--- src/rtl/dual_issue_inst_queue.sv ---
// Dual-issue instruction queue between fetch and decode/issue.
// Accepts 0-2 instructions per cycle and presents the head and head+1 entries.
// A branch flush can keep its delay-slot instruction in a dedicated slot
// register, waiting for it to arrive if it has not been fetched yet.
// Optional macro IFIFO_BYPASS_EN: when defined, an empty queue in NORMAL
// presents the write lanes on its outputs in the same cycle.
module dual_issue_inst_queue #(
    parameter int unsigned DATA_W = 32,
    parameter int unsigned ADDR_W = 32,
    parameter int unsigned DEPTH  = 16,
    localparam int unsigned PTR_W = $clog2(DEPTH)
) (
    input  logic              clk,
    input  logic              rst,
    input  logic              flush,
    input  logic              flush_keep_slot,
    input  logic              write_en1,
    input  logic              write_en2,
    input  logic [DATA_W-1:0] write_data1,
    input  logic [DATA_W-1:0] write_data2,
    input  logic [ADDR_W-1:0] write_address1,
    input  logic [ADDR_W-1:0] write_address2,
    input  logic              read_en1,
    input  logic              read_en2,
    output logic [DATA_W-1:0] data_out1,
    output logic [DATA_W-1:0] data_out2,
    output logic [ADDR_W-1:0] address_out1,
    output logic [ADDR_W-1:0] address_out2,
    output logic              valid_out1,
    output logic              valid_out2,
    output logic              delay_slot_out1,
    output logic [PTR_W:0]    count,
    output logic              full,
    output logic              empty
);

    localparam int unsigned CNT_W = PTR_W + 1;

    typedef enum logic [1:0] {
        ST_NORMAL    = 2'd0,
        ST_WAIT_SLOT = 2'd1,
        ST_SLOT      = 2'd2
    } state_e;

    state_e              state_q, state_d;
    logic [PTR_W-1:0]    rd_ptr_q, rd_ptr_d;
    logic [PTR_W-1:0]    wr_ptr_q, wr_ptr_d;
    logic [CNT_W-1:0]    count_q, count_d;
    logic [DATA_W-1:0]   slot_data_q, slot_data_d;
    logic [ADDR_W-1:0]   slot_addr_q, slot_addr_d;

    logic [DATA_W-1:0]   mem_data [DEPTH];
    logic [ADDR_W-1:0]   mem_addr [DEPTH];

    logic                mem_we1, mem_we2;
    logic [PTR_W-1:0]    mem_wa1, mem_wa2;
    logic [DATA_W-1:0]   mem_wd1, mem_wd2;
    logic [ADDR_W-1:0]   mem_wpc1, mem_wpc2;

    logic                wr2_req;
    logic [CNT_W-1:0]    wr_n, wr_acc, free_n, rd_req, rd_avail, rd_n;
    logic                wr_ok;
    logic                bypass_c;
    logic [PTR_W-1:0]    head1;

    // Request sizes, capacity check and saturated read count
    assign wr2_req  = write_en1 & write_en2;
    assign wr_n     = CNT_W'(write_en1) + CNT_W'(wr2_req);
    assign free_n   = CNT_W'(DEPTH) - count_q;
    assign wr_ok    = (wr_n <= free_n);
    assign wr_acc   = wr_ok ? wr_n : '0;
    assign rd_req   = CNT_W'(read_en1) + CNT_W'(read_en1 & read_en2);
    assign rd_avail = count_q + (bypass_c ? wr_n : '0);
    assign rd_n     = (rd_req < rd_avail) ? rd_req : rd_avail;
    assign head1    = rd_ptr_q + PTR_W'(1);

`ifdef IFIFO_BYPASS_EN
    assign bypass_c = (state_q == ST_NORMAL) && (count_q == '0);
`else
    assign bypass_c = 1'b0;
`endif

    assign count = count_q;
    assign empty = (count_q == '0);
    assign full  = (free_n < CNT_W'(2));

    // Issue-side view of the head entries, slot register or bypassed writes
    always_comb begin
        valid_out1      = 1'b0;
        valid_out2      = 1'b0;
        delay_slot_out1 = 1'b0;
        data_out1       = '0;
        data_out2       = '0;
        address_out1    = '0;
        address_out2    = '0;
        case (state_q)
            ST_NORMAL: begin
                if (bypass_c) begin
                    valid_out1 = write_en1;
                    valid_out2 = wr2_req;
                    if (write_en1) begin
                        data_out1    = write_data1;
                        address_out1 = write_address1;
                    end
                    if (wr2_req) begin
                        data_out2    = write_data2;
                        address_out2 = write_address2;
                    end
                end else begin
                    valid_out1 = (count_q >= CNT_W'(1));
                    valid_out2 = (count_q >= CNT_W'(2));
                    if (valid_out1) begin
                        data_out1    = mem_data[rd_ptr_q];
                        address_out1 = mem_addr[rd_ptr_q];
                    end
                    if (valid_out2) begin
                        data_out2    = mem_data[head1];
                        address_out2 = mem_addr[head1];
                    end
                end
            end
            ST_SLOT: begin
                valid_out1      = 1'b1;
                delay_slot_out1 = 1'b1;
                data_out1       = slot_data_q;
                address_out1    = slot_addr_q;
            end
            default: ;
        endcase
    end

    // Next-state: flush handling, slot capture and normal enqueue/dequeue
    always_comb begin
        state_d     = state_q;
        rd_ptr_d    = rd_ptr_q;
        wr_ptr_d    = wr_ptr_q;
        count_d     = count_q;
        slot_data_d = slot_data_q;
        slot_addr_d = slot_addr_q;
        mem_we1     = 1'b0;
        mem_we2     = 1'b0;
        mem_wa1     = wr_ptr_q;
        mem_wa2     = wr_ptr_q + PTR_W'(1);
        mem_wd1     = write_data1;
        mem_wd2     = write_data2;
        mem_wpc1    = write_address1;
        mem_wpc2    = write_address2;

        if (flush) begin
            rd_ptr_d = '0;
            wr_ptr_d = '0;
            count_d  = '0;
            state_d  = ST_NORMAL;
            if (flush_keep_slot) begin
                // Second element of {stored entries, write lane 1, write lane 2}
                state_d = ST_WAIT_SLOT;
                if (count_q >= CNT_W'(2)) begin
                    slot_data_d = mem_data[head1];
                    slot_addr_d = mem_addr[head1];
                    state_d     = ST_SLOT;
                end else if (count_q == CNT_W'(1)) begin
                    if (write_en1) begin
                        slot_data_d = write_data1;
                        slot_addr_d = write_address1;
                        state_d     = ST_SLOT;
                    end
                end else if (wr2_req) begin
                    slot_data_d = write_data2;
                    slot_addr_d = write_address2;
                    state_d     = ST_SLOT;
                end
            end
        end else begin
            case (state_q)
                ST_NORMAL: begin
                    mem_we1  = wr_ok & write_en1;
                    mem_we2  = wr_ok & wr2_req;
                    wr_ptr_d = wr_ptr_q + PTR_W'(wr_acc);
                    rd_ptr_d = rd_ptr_q + PTR_W'(rd_n);
                    count_d  = count_q + wr_acc - rd_n;
                end
                ST_WAIT_SLOT: begin
                    // Lane 1 becomes the delay slot; lane 2 queues behind it
                    if (write_en1) begin
                        slot_data_d = write_data1;
                        slot_addr_d = write_address1;
                        state_d     = ST_SLOT;
                        if (wr2_req) begin
                            mem_we1  = 1'b1;
                            mem_wd1  = write_data2;
                            mem_wpc1 = write_address2;
                            wr_ptr_d = wr_ptr_q + PTR_W'(1);
                            count_d  = count_q + CNT_W'(1);
                        end
                    end
                end
                ST_SLOT: begin
                    mem_we1  = wr_ok & write_en1;
                    mem_we2  = wr_ok & wr2_req;
                    wr_ptr_d = wr_ptr_q + PTR_W'(wr_acc);
                    count_d  = count_q + wr_acc;
                    if (read_en1) begin
                        state_d = ST_NORMAL;
                    end
                end
                default: state_d = ST_NORMAL;
            endcase
        end
    end

    // Control state, pointers, occupancy and slot register
    always_ff @(posedge clk) begin
        if (rst) begin
            state_q     <= ST_NORMAL;
            rd_ptr_q    <= '0;
            wr_ptr_q    <= '0;
            count_q     <= '0;
            slot_data_q <= '0;
            slot_addr_q <= '0;
        end else begin
            state_q     <= state_d;
            rd_ptr_q    <= rd_ptr_d;
            wr_ptr_q    <= wr_ptr_d;
            count_q     <= count_d;
            slot_data_q <= slot_data_d;
            slot_addr_q <= slot_addr_d;
        end
    end

    // Entry storage; contents are only observed through valid lanes
    always_ff @(posedge clk) begin
        if (mem_we1) begin
            mem_data[mem_wa1] <= mem_wd1;
            mem_addr[mem_wa1] <= mem_wpc1;
        end
        if (mem_we2) begin
            mem_data[mem_wa2] <= mem_wd2;
            mem_addr[mem_wa2] <= mem_wpc2;
        end
    end

endmodule

--- config.mk ---
export PLATFORM = sky130hd
export DESIGN_NAME = dual_issue_inst_queue
export DESIGN_NICKNAME = d
export VERILOG_FILES = /design/src/rtl/dual_issue_inst_queue.sv
export SDC_FILE = /design/constraint.sdc
export NUM_CORES = 2
export LEC_CHECK = 0
export BUFFER_PORTS_ARGS = -buffer_cell sky130_fd_sc_hd__buf_2
export CORE_ASPECT_RATIO = 1.25
export CORE_MARGIN = 2
export CORE_UTILIZATION = 60
export CTS_CLUSTER_DIAMETER = 150
export DETAILED_ROUTE_END_ITERATION = 12
export PLACE_DENSITY = 0.89
export SYNTH_ARGS = -nofsm -noshare
export SYNTH_HDL_FRONTEND = slang
export SYNTH_SLANG_ARGS = --single-unit
--- constraint.sdc ---
create_clock -name clk -period 10.5 [get_ports clk]
set_input_delay 1.575 -clock clk [delete_from_list [all_inputs] [get_ports clk]]
set_output_delay 1.575 -clock clk [all_outputs]
set_load 0.1 [all_outputs]
==> impl_metrics.py <==
metrics = {
    "critical_path": {
        "cpMostUsedCell": "buf_4",
        "crit_type": "flip-flop to primary output",
        "crit_path_max_fanout": 37,
        "reg2reg_to": "mem_data[7][2]",
        "crit_path_max_incr_delay_ns": 0.80,
        "r2r_start": "state_q[0]",
        "cp_top_family": "buffers and inverters",
        "path_buf_inv": 3,
        "crit_chain": "ha_4 -> buf_4 -> buf_4 -> mux4_2 -> mux2_2 -> nor2_1 -> a211oi_1 -> buf_2",
        "rrSetupSlack_ns": 5.58,
        "cp-start-kind": "flip-flop",
        "required_ns": 8.93,
        "end_kind": "primary output",
        "cp.arrival_ns": 5.32,
        "slowest_stage": "ha_4",
        "reg2regPathDepth": 9,
    },
    "timing": {
        "worstMarginPinSlew_ns": 1.44,
        "slew_violations": 0,
        "min_period_over_period_pct": 65.7,
        "fin_tns_setup_ns": 0,
        "max_freq_mhz": 145,
        "slew-limit-headroom_pct": 3.94,
        "whs_ns": 0.502,
        "finClkSkew_ns": 0.0371,
        "grt_setup_unrepaired": "no",
        "hold_violations": 0,
        "min_period_ns": 6.90,
        "setup_violations": 0,
    },
    "synthesis": {
        "synth_simple_gate_area_share_pct": 2.43,
        "ys_async_sr_fraction_pct": 0,
        "yosysMostFrequentCell": "edfxtp_1",
        "synth_warnings": 0,
        "synth_commonest_cells": "1024 x edfxtp_1, 787 x mux2_2, 576 x mux4_2, 392 x mux2_4, 239 x clkbuf_1",
        "synthMuxAreaShare_pct": 41.0,
        "synthCells": 4514,
        "ys.flop_type": "edfxtp_1",
        "ys_seq_elements": 1107,
        "synth_xor_area_share_pct": 0.175,
        "synth-compound-area-share_pct": 5.20,
        "yosysUniqueCellTypes": 60,
        "yosys.area.top_type": "edfxtp_1",
        "syn_area_um2": 70200,
        "synth-edff-count": 1024,
        "synth_top_family_by_area": "multiplexers",
        "synth.area.top_cells": "edfxtp_1 44%, mux4_2 18%, mux2_2 13%",
        "synthAdderAreaFrac_pct": 0.613,
        "ys_seq_area_share_pct": 46.2,
        "avgSynthCellArea_um2": 15.5,
        "synth_top_area_share_pct": 43.8,
    },
    "route": {
        "remaining_drc_errors": 0,
        "drt-vias-per-instance": 7.92,
        "wl_um": 235000,
        "vias": 48600,
        "ant_nets": 0,
        "wl_per_cell_um": 38.3,
        "drtIter0Drc": 8114,
        "drtPass1Iterations": 6,
    },
    "die": {
        "start_util_pct": 60.3,
        "die_x_um": 310,
        "num_io_pins": 274,
        "core_area_um2": 116000,
        "die-area_um2": 120000,
        "die_height_um": 386,
        "core.rowCount": 140,
    },
    "global_route": {
        "grt.met2_usage_pct": 58.4,
        "grt-busiest-layer": "met2",
        "grt_use_total_pct": 39.1,
        "grt_util_met1_pct": 46.2,
        "antenna_found_initial": 23,
        "first_global_vias": 50100,
        "grt_start_max_net_pins": 122,
        "gr-usage-met3_pct": 14.2,
        "overflow": 0,
        "grt_pass1_wl_um": 339000,
    },
    "layout": {
        "area_growth_pct": 7.63,
        "fin_util_pct": 65.0,
        "fin_nets": 4638,
        "drive_gt1_share_pct": 51.2,
    },
    "cts": {
        "cts_root_buf": "clkbuf_16",
        "htreeDepth": 3,
        "cts.reportedPaths.clkPinSlew_ns": 0.07,
        "cts-resized-gates": 0,
        "cts_setup_buffers": 0,
        "cts_hold_buffers": 0,
        "cts-buffers-inserted": 110,
        "cts_tree": "done",
        "clock_path_buffers": 3,
        "clock-sinks": 1107,
        "clkLatencyLatePin_ns": 0.77,
    },
    "status": {
        "status": "finished, final reports clean",
    },
    "min_path": {
        "hp-class": "flip-flop to flip-flop",
        "min_to": "state_q[0]",
        "whs_path_depth": 2,
        "hold_start": "state_q[0]",
    },
    "power_and_ir_drop": {
        "power_density_nw_per_um2": 213,
        "p_leak_uw": 0.0250,
        "irDropWorstVdd_v": 0.000256,
    },
    "placement": {
        "dp_hpwl_um": 130000,
        "globalplace.congestion": 0.885,
        "portBuffers": 273,
    },
    "run": {
        "cap_violations": 0,
    },
}
## through the flow
stage | total power, uW | worst slack [ns] | cell area [um2] | cells
2_1_floorplan | 10000 | 1.95 | 70200 | 4515
3_3_place_gp | 11600 | 4.56 | 71900 | 5920
3_5_place_dp | 11800 | 4.50 | 71900 | 5920
4_1_cts | 15800 | 3.71 | 75500 | 6124
5_1_grt | 16300 | 3.54 | 75500 | 6130
6_report | 16100 | 3.60 | 75500 | 6137
## worst register-to-register path, stage by stage, from the launching register on
cell      delay [ns]
dfxtp_1         0.34
inv_1           0.12
ha_4            0.64
or2_2           0.29
nor2_1          0.08
nor4_2          0.69
o211ai_1        0.19
buf_4           0.27
o21ai_4         0.79
buf_4           0.94
## cell type report
class	count	area, um2
flip-flops and latches	1107	32400
diodes	13	32.5
fillers	7529	40800
multi-input cells	2804	35100
inverters	86	323
clock buffers	146	2980
well taps	1562	1950
clock inverters	58	669
repair buffers	361	2100
## layout by cell type, fill, tap and decap left out, types with 12 or more instances in the layout
cell,instances
mux2_4,392
mux2i_1,66
mux4_2,576
edfxtp_1,1024
a211oi_1,70
o21ai_0,140
clkinv_2,23
clkbuf_1,27
dfxtp_1,78
buf_2,271
bufinv_16,12
diode_2,13
nand2_1,81
buf_4,84
ha_1,25
clkbuf_16,110
mux2_1,37
nand3_1,70
o21a_1,67
a21oi_1,12
inv_1,86
a22o_1,64
o31ai_1,64
mux2_2,787
o211ai_1,68
nor2_1,151
## state kept, by name (all words and copies together) (netlist names), named ones only
| register | count |
|---|---|
| slot_data_q | 32 |
| mem_data | 512 |
| rd_ptr_q | 4 |
| state_q | 2 |
| mem_addr | 512 |
| count | 5 |
| mem_wa1 | 4 |
| slot_addr_q | 32 |
## layer usage
metal / share of wire [%] / vias up
met2: 45 / 5103
met5: 0.047 / -
li1: - / 18200
met3: 16 / 1541
met1: 30 / 23800
met4: 9.2 / 18
## where the power goes
part | switching (uW) | internal, uW
Sequential | 152 | 5000
Clock | 1820 | 2300
Combinational | 5060 | 1760
## worst max-delay path by stage
stage | from | endpoint | slack, ns | cells after the start
floorplan | write_en1 | mem_addr[3][0] | 1.95 | 10
global placement | rd_ptr_q[0] | address_out2[18] | 4.56 | 8
detailed placement | rd_ptr_q[0] | address_out2[18] | 4.50 | 8
CTS | rd_ptr_q[0] | address_out2[18] | 3.71 | 8
global route | rd_ptr_q[0] | address_out2[18] | 3.54 | 8
finish | rd_ptr_q[0] | address_out2[18] | 3.60 | 8
## cells by family (layout without fill, tap and decap cells)
logic type | Yosys count | after routing
other | 2 | 16
adders and majority gates | 32 | 32
DFF | 1107 | 1107
AOI/OAI and AO/OA | 525 | 525
muxes | 1858 | 1858
and+or+nand+nor | 372 | 372
buffers and inverters | 604 | 651
xor gates and xnor gates | 14 | 14
No activity file was read; power rests on OpenSTA's default activity.
